### config.mk
export PLATFORM = sky130hd
export DESIGN_NAME = cmplx_mac_sm
export DESIGN_NICKNAME = d
export VERILOG_FILES = /design/src/rtl/cmplx_pkg.sv /design/src/rtl/cmplx_mac_sm_handshake_sync.sv /design/src/rtl/cmplx_mac_sm.sv
export SDC_FILE = /design/constraint.sdc
export NUM_CORES = 1
export LEC_CHECK = 0
export CORE_MARGIN = 2
export CORE_UTILIZATION = 57
export DETAILED_ROUTE_END_ITERATION = 10
export GPL_ROUTABILITY_DRIVEN = 0
export PLACE_DENSITY_LB_ADDON = 0.1
export SLEW_MARGIN = 10
export SYNTH_ARGS = -nofsm -noshare
export SYNTH_HDL_FRONTEND = slang
export SYNTH_SLANG_ARGS = --single-unit
### constraint.sdc
create_clock -name clk -period 4.9 [get_ports clk]
set_input_delay 1.47 -clock clk [delete_from_list [all_inputs] [get_ports clk]]
set_output_delay 1.47 -clock clk [all_outputs]
set_load 0.01 [all_outputs]
### src/rtl/cmplx_pkg.sv
// Shared types for the complex multiply-accumulate step machine:
// the controller state encoding, a complex operand record and a helper
// that sizes the full-precision accumulator.
package cmplx_pkg;

    // Storage width of each cmplx_t field. Operands of any WIDTH up to this
    // value are held sign-extended, so arithmetic on the fields is exact.
    localparam int CMPLX_MAX_W = 32;

    typedef enum logic [2:0] {
        LD_RE_A,
        LD_IM_A,
        LD_RE_Q,
        LD_IM_Q,
        MAC,
        SHOW_RE,
        SHOW_IM
    } state_t;

    typedef struct packed {
        logic signed [CMPLX_MAX_W-1:0] re;
        logic signed [CMPLX_MAX_W-1:0] im;
    } cmplx_t;

    // Two WIDTH x WIDTH products summed need 2*WIDTH+1 bits; DEPTH terms
    // add $clog2(DEPTH) more so the accumulator can never overflow.
    function automatic int acc_width(input int width, input int depth);
        return 2 * width + 1 + $clog2(depth);
    endfunction

endpackage

### src/rtl/cmplx_mac_sm_handshake_sync.sv
// Brings the asynchronous handshake switch into the clk domain and turns
// each rising edge into a single-cycle step pulse, however long it is held.
module handshake_sync (
    input  logic clk,
    input  logic reset,
    input  logic async_in,
    output logic step
);

    logic sync1_q;
    logic sync2_q;
    logic sync3_q;

    // Two-flop synchroniser followed by a delay flop for edge detection.
    always_ff @(posedge clk) begin
        if (reset) begin
            sync1_q <= 1'b0;
            sync2_q <= 1'b0;
            sync3_q <= 1'b0;
        end else begin
            sync1_q <= async_in;
            sync2_q <= sync1_q;
            sync3_q <= sync2_q;
        end
    end

    assign step = sync2_q & ~sync3_q;

endmodule

### src/rtl/cmplx_mac_sm.sv
// Complex multiply-accumulate driven by a manual handshake switch.
// Four steps load a = (re, im) and q = (re, im); one MAC cycle adds a*q to
// the accumulators; after DEPTH products the scaled real and imaginary
// results are shown on led, one step each.
// Build option: define CMPLX_MAC_SAT_EN to saturate the scaled result to
// WIDTH bits instead of wrapping. Operand WIDTH is limited to 32.
module cmplx_mac_sm
    import cmplx_pkg::*;
#(
    parameter int WIDTH = 8,
    parameter int DEPTH = 4,
    parameter int SHIFT = 0
) (
    input  logic                      clk,
    input  logic                      reset,
    input  logic                      handshake,
    input  logic [WIDTH-1:0]          data_in,
    output logic [WIDTH-1:0]          led,
    output logic                      res_valid,
    output logic                      res_is_im,
    output logic [$clog2(DEPTH):0]    term_cnt
);

    localparam int CNT_W = $clog2(DEPTH) + 1;
    localparam int ACC_W = acc_width(WIDTH, DEPTH);

    logic                      step;
    state_t                    state_q, state_d;
    cmplx_t                    a_q, a_d;
    cmplx_t                    q_q, q_d;
    logic signed [ACC_W-1:0]   acc_re_q, acc_re_d;
    logic signed [ACC_W-1:0]   acc_im_q, acc_im_d;
    logic [CNT_W-1:0]          cnt_q, cnt_d;
    logic [CNT_W-1:0]          cnt_inc;
    logic signed [CMPLX_MAX_W-1:0] din_ext;
    logic signed [ACC_W-1:0]   prod_re, prod_im;
    logic [WIDTH-1:0]          re_out, im_out;

    handshake_sync u_sync (
        .clk      (clk),
        .reset    (reset),
        .async_in (handshake),
        .step     (step)
    );

    assign din_ext  = CMPLX_MAX_W'(signed'(data_in));
    assign cnt_inc  = cnt_q + CNT_W'(1);
    assign term_cnt = cnt_q;

    // Operands are stored sign-extended, so evaluating at the wider of the
    // field and accumulator widths yields the exact complex product terms.
    assign prod_re = ACC_W'(a_q.re * q_q.re - a_q.im * q_q.im);
    assign prod_im = ACC_W'(a_q.re * q_q.im + a_q.im * q_q.re);

`ifdef CMPLX_MAC_SAT_EN
    localparam logic signed [ACC_W-1:0] SAT_MAX =
        {{(ACC_W-WIDTH+1){1'b0}}, {(WIDTH-1){1'b1}}};
    localparam logic signed [ACC_W-1:0] SAT_MIN = ~SAT_MAX;

    function automatic logic [WIDTH-1:0] reduce(input logic signed [ACC_W-1:0] v);
        logic signed [ACC_W-1:0] s;
        s = v >>> SHIFT;
        if (s > SAT_MAX) begin
            return {1'b0, {(WIDTH-1){1'b1}}};
        end else if (s < SAT_MIN) begin
            return {1'b1, {(WIDTH-1){1'b0}}};
        end
        return s[WIDTH-1:0];
    endfunction

    assign re_out = reduce(acc_re_q);
    assign im_out = reduce(acc_im_q);
`else
    assign re_out = WIDTH'(acc_re_q >>> SHIFT);
    assign im_out = WIDTH'(acc_im_q >>> SHIFT);
`endif

    // State, operand, accumulator and term-count registers.
    always_ff @(posedge clk) begin
        if (reset) begin
            state_q  <= LD_RE_A;
            a_q      <= '0;
            q_q      <= '0;
            acc_re_q <= '0;
            acc_im_q <= '0;
            cnt_q    <= '0;
        end else begin
            state_q  <= state_d;
            a_q      <= a_d;
            q_q      <= q_d;
            acc_re_q <= acc_re_d;
            acc_im_q <= acc_im_d;
            cnt_q    <= cnt_d;
        end
    end

    // Next-state, datapath updates and display outputs.
    always_comb begin
        state_d   = state_q;
        a_d       = a_q;
        q_d       = q_q;
        acc_re_d  = acc_re_q;
        acc_im_d  = acc_im_q;
        cnt_d     = cnt_q;
        led       = '0;
        res_valid = 1'b0;
        res_is_im = 1'b0;
        case (state_q)
            LD_RE_A: begin
                if (step) begin
                    a_d.re  = din_ext;
                    state_d = LD_IM_A;
                end
            end
            LD_IM_A: begin
                if (step) begin
                    a_d.im  = din_ext;
                    state_d = LD_RE_Q;
                end
            end
            LD_RE_Q: begin
                if (step) begin
                    q_d.re  = din_ext;
                    state_d = LD_IM_Q;
                end
            end
            LD_IM_Q: begin
                if (step) begin
                    q_d.im  = din_ext;
                    state_d = MAC;
                end
            end
            MAC: begin
                // Single cycle; a step arriving here is deliberately dropped.
                acc_re_d = acc_re_q + prod_re;
                acc_im_d = acc_im_q + prod_im;
                cnt_d    = cnt_inc;
                state_d  = (cnt_inc < CNT_W'(DEPTH)) ? LD_RE_A : SHOW_RE;
            end
            SHOW_RE: begin
                led       = re_out;
                res_valid = 1'b1;
                if (step) begin
                    state_d = SHOW_IM;
                end
            end
            SHOW_IM: begin
                led       = im_out;
                res_valid = 1'b1;
                res_is_im = 1'b1;
                if (step) begin
                    acc_re_d = '0;
                    acc_im_d = '0;
                    cnt_d    = '0;
                    state_d  = LD_RE_A;
                end
            end
            default: begin
                state_d = LD_RE_A;
            end
        endcase
    end

endmodule
; ---- Word-level counts from Yosys, hierarchy flattened
; Cells that the tools add are included.
[classes]
addsub = 5
multipliers = 4
n_lt_le_gt_ge = 1
n_eq_ne = 12
muxes = 15
bitwise_logic = 2
n_reduce_logical = 9
[ops]
columns = op, n
row1 = $pmux W19 S2, 2
row2 = $mul A8 B8 Y16, 4
row3 = $add A19 B17 Y19, 2
row4 = $mux W3, 7
row5 = $pmux W3 S7, 1
row6 = $mux W19, 1
row7 = $add A16 B16 Y17, 1
row8 = $sub A16 B16 Y17, 1
row9 = $pmux W8 S2, 1
row10 = $ne A2 B2 Y1 const B, 6
row11 = $reduce_and A2 Y1, 5
row12 = $eq A3 B3 Y1 const B, 3
row13 = $eq A3 B2 Y1 const B, 2
row14 = $pmux W3 S2, 1
row15 = $reduce_and A6 Y1, 1
row16 = $add A3 B1 Y3 const B, 1
row17 = $eq A3 B1 Y1 const B, 1
row18 = $logic_not A3 Y1, 1
row19 = $lt A3 B3 Y1 const B, 1
row20 = $mux W1, 2
row21 = $reduce_bool A2 Y1, 1
row22 = $reduce_or A2 Y1, 1
row23 = $and A1 B1 Y1, 1
row24 = $not A1 Y1, 1
[totals]
register_bits = 79
input_bits = 11
out_inout_bits = 13

; ---- Depth between registers and ports, before layout
[depth]
ltp_word = 4
depth_mapped = 21

; ---- Modules after synthesis
; A second synthesis with hierarchy kept.
[hier_totals]
hier_cells = 776
hier_area_um2 = 6757.7
[by_module_without_submodules]
columns = module, instances, cells_each, area_each_um2, seq_area_each_um2
row1 = cmplx_mac_sm, 1, 769, 6670.1, 1081.0
row2 = handshake_sync, 1, 7, 87.6, 60.1

; ---- Least setup slack after synthesis
; Ideal clock, no wire load.
[synth_path]
path_kind = register to register
startpoint = register q_q[0] in the netlist's numbering
endpoint = register acc_re_q[7]
setup_ns = 0.117
t_arrival_ns = 4.994
required_ns = 4.783
slack_ns = -0.212
path_stages_with_launch = 18
synth_period_minus_slack_ns = 5.112
cell_sequence = dfxtp_1 -> clkbuf_1 -> and2_1 -> fa_1 -> fa_1 -> fa_1 -> inv_1 -> fa_1 -> fa_1 -> inv_1 -> fa_1 -> xnor2_1 -> xnor2_1 -> xnor2_1 -> xnor3_2 -> xnor3_1 -> a22oi_2 -> nor2_1
[synth_between]
elab_chain_cells = 4
[synth_rtl]
columns = item, line
row1 = start: declaration, cmplx_mac_sm.sv:30  ; cmplx_t q_q, q_d;
row2 = start signal: assignment, cmplx_mac_sm.sv:90  ; q_q <= q_d;
row3 = $mul A8 B8 Y16, cmplx_mac_sm.sv:52  ; assign prod_re = ACC_W'(a_q.re * q_q.re - a_q.im * q_q.im);
row4 = $sub A16 B16 Y17, cmplx_mac_sm.sv:52
row5 = $add A19 B17 Y19, cmplx_mac_sm.sv:135  ; acc_re_d = acc_re_q + prod_re;
row6 = $pmux W19 S2, cmplx_mac_sm.sv:108  ; case (state_q)
row7 = end signal: assignment, cmplx_mac_sm.sv:91  ; acc_re_q <= acc_re_d;
row8 = end: declaration, cmplx_mac_sm.sv:31  ; logic signed [ACC_W-1:0] acc_re_q, acc_re_d;
; Every way passes these cells.
; A chain may end at the register's enable or synchronous reset.

; ---- Final worst setup path
[layout_path]
startpoint = register q_q[36] in the netlist's numbering
endpoint = register acc_re_q[7]
; Same word-level chain as after synthesis.

==> metrics <==
grt total ovfl=0; Post-DRT Antenna Nets=0; DR iter-0 viols=around 350; die area=roughly 13000 µm²; later-pin clock latency in the skew report=0.34 ns; Hold-fix buffers, CTS=0; largest net degree at the start of global routing=58; First-pass DRT Iterations=5; WL final=between 15000 and 20000 µm; post-synthesis average cell area=8.99 µm²; worst setup margin=0.000205 ns; unrepaired setup endpoints after global routing=true; Max Clk Rate=204 MHz; post-route cell area=between 8000 and 9000 µm²; pwr dens=about 140 nW/µm²; CTS sink count=between 50 and 60; Crit Path Max Fanout=6; HP Class=register to register; Slew @ Worst Pin=between 1 and 1.5 ns; sequential area share after synthesis=about 17%; hpwl dp=13800 µm; Slew Viols, Final=0; vias per cell=5.51; total vias in the final route=about 5.5k; Worst EP arrival=roughly 5 ns; register bit total from synthesis=between 50 and 60; final worst path period share=between 90% and 100%; outcome=completed; crit start category=register; Syn Nets=between 900 and 1k; most frequent cells in the layout=98 x inv_1, 84 x buf_4, 77 x and2_1, 75 x ha_1, 67 x nand2_1; CTS tree=yes; Worst Clk Skew=0.00524 ns; Max-slew headroom=around 29%; Clock Tree Root=clkbuf_16; worst slack at placement=-0.198 ns; CTS clk-pin slew, worst paths=~0.060 ns; Lkg Pwr=around 0.0040 µW; YS warnings=0; final hold viol count=0; first-pass GRT wire length=just under 30000 µm; commonest non-fill, non-tap cell in the layout=inv_1; Distinct cells, synth=34; clock buffer count from CTS=9; Placed Area=approximately 7600 µm²; DRC=0; Die Y=between 100 and 150 µm; FP Rows=39; Tot GR Track Use=between 20% and 30%; cell count after synthesis=roughly 760; clock period minus worst slack=roughly 4.9 ns; worst vdd rail ir drop=between 0.15 and 0.2 mV; number of max-cap violations=0; die width=about 110 µm; WP data required=5.08 ns; core area=about 12000 µm²; setup violators final=0; post-synthesis cell area=6810 µm²; ratio of cells with drive above 1 in the final layout=roughly a quarter; area grow syn2layout=24.4%; initial antenna violation count=0; crit end category=register; io pins=24; Final nets=between 1k and 1.5k; wire per inst=between 15 and 20 µm; IO buf count=23; H-tree depth=3; vias in the first global route=approximately 5.8k; number of diodes=0; initial core utilization=around three fifths; CTS max path bufs=2; Crit Path Class=register to register
==> kinds of logic (layout without fill, tap and decap cells) <==
group / after synthesis / after routing / synth area share [%]
AO/OA/AOI/OAI: 67 / 67 / 6.31
XOR/XNOR: 69 / 69 / 10.7
adder cells (fa/ha/maj): 159 / 159 / 37.3
buffers and inverters: 146 / 247 / 8.35
flip-flops: 57 / 57 / 16.8
multiplexers: 17 / 17 / 2.50
AND/OR/NAND/NOR: 242 / 242 / 18.1
==> Yosys cell counts, drive strengths merged <==
master | number | area, µm²
o21ai | 3 | 15.0
a22oi | 25 | 193
xor2 | 10 | 87.6
fa | 73 | 1460
and3 | 1 | 6.26
nand3 | 16 | 80.1
xnor2 | 51 | 462
nor2b | 15 | 93.8
nand3b | 1 | 7.51
o21a | 1 | 7.51
and2 | 96 | 607
nand2b | 2 | 12.5
buf | 9 | 50.1
mux2i | 17 | 170
a21o | 4 | 30.0
clkbuf | 26 | 101
nand2 | 70 | 268
ha | 86 | 1080
dfxtp | 57 | 1140
nor2 | 41 | 154
xnor3 | 8 | 181
o21bai | 2 | 15.0
o31ai | 2 | 15.0
inv | 111 | 417
a21oi | 30 | 154
==> worst max-delay path: stages (launching register included) <==
cell and delay (ns):
dfxtp_4 0.39, buf_4 0.15, and2_4 0.15, fa_1 0.54, ha_2 0.17, inv_2 0.04
fa_1 0.52, inv_1 0.05, fa_1 0.46, fa_1 0.55, inv_2 0.04, fa_2 0.35
xnor2_2 0.18, xnor2_1 0.16, xnor2_1 0.15, xnor3_2 0.25, xnor3_1 0.39, a22oi_2 0.14
nor2_1 0.06
==> state kept, by name, summed over array words and instances, names as in the netlist <==
| name | flops |
|---|---|
| a_q | 16 |
| acc_im_q | 8 |
| acc_re_q | 8 |
| q_q | 16 |
| state_q | 3 |
| term_cnt | 3 |
| u_sync.sync1_q | 1 |
| u_sync.sync2_q | 1 |
| u_sync.sync3_q | 1 |
==> routing by layer <==
metal	wire, µm	global-route usage [%]	vias up
met5	0	0	-
met4	595	11.3	0
li1	-	-	2563
met1	7380	37.5	2705
met2	8830	49.3	203
met3	1520	8.52	46
==> per-stage QoR <==
step	hold WS [ns]	total power (µW)	TNS, ns	utilization, %	std cells
2_1_floorplan	0.414	507	0	-	757
3_3_place_gp	0.435	536	-0.262	65.9	959
4_1_cts	0.463	1220	-0.0235	71.4	994
5_1_grt	0.467	1250	-0.250	73.5	1001
6_report	0.460	1220	0	73.5	1001
3_5_place_dp	0.446	537	-0.379	65.9	959
==> cell type report <==
class / count / area (µm²)
multi-input combinational: 554 / 5330
fill: 832 / 3050
sequential: 57 / 1200
timing repair buffer: 120 / 1010
inverter: 111 / 417
clock buffer: 9 / 225
tap: 143 / 179
clock inverter: 7 / 95.1
==> where the power goes <==
group	switching (µW)	internal, µW	leakage [µW]
Clock	241	444	0.000155
Combinational	37.8	27.3	0.00337
Sequential	4.51	460	0.000474
==> repair_timing <==
item | CTS | global route
setup buffers | 19 | 7
setup endpoints to repair | 2 | 4
pin swaps | 47 | 50
gates resized for setup | 62 | 46
==> path summary, 6_finish.rpt <==
| check | slack (ns) | endpoint | cells after the start | startpoint |
|---|---|---|---|---|
| worst min register to register | 0.46 | u_sync.sync3_q | 1 | u_sync.sync2_q |
| worst min-delay path | 0.46 | u_sync.sync3_q | 1 | u_sync.sync2_q |
| worst max register to register | 0.0002 | acc_re_q[7] | 18 | q_q[36] |
| worst max-delay path | 0.0002 | acc_re_q[7] | 18 | q_q[36] |
Power figures use the tool's default switching activity.
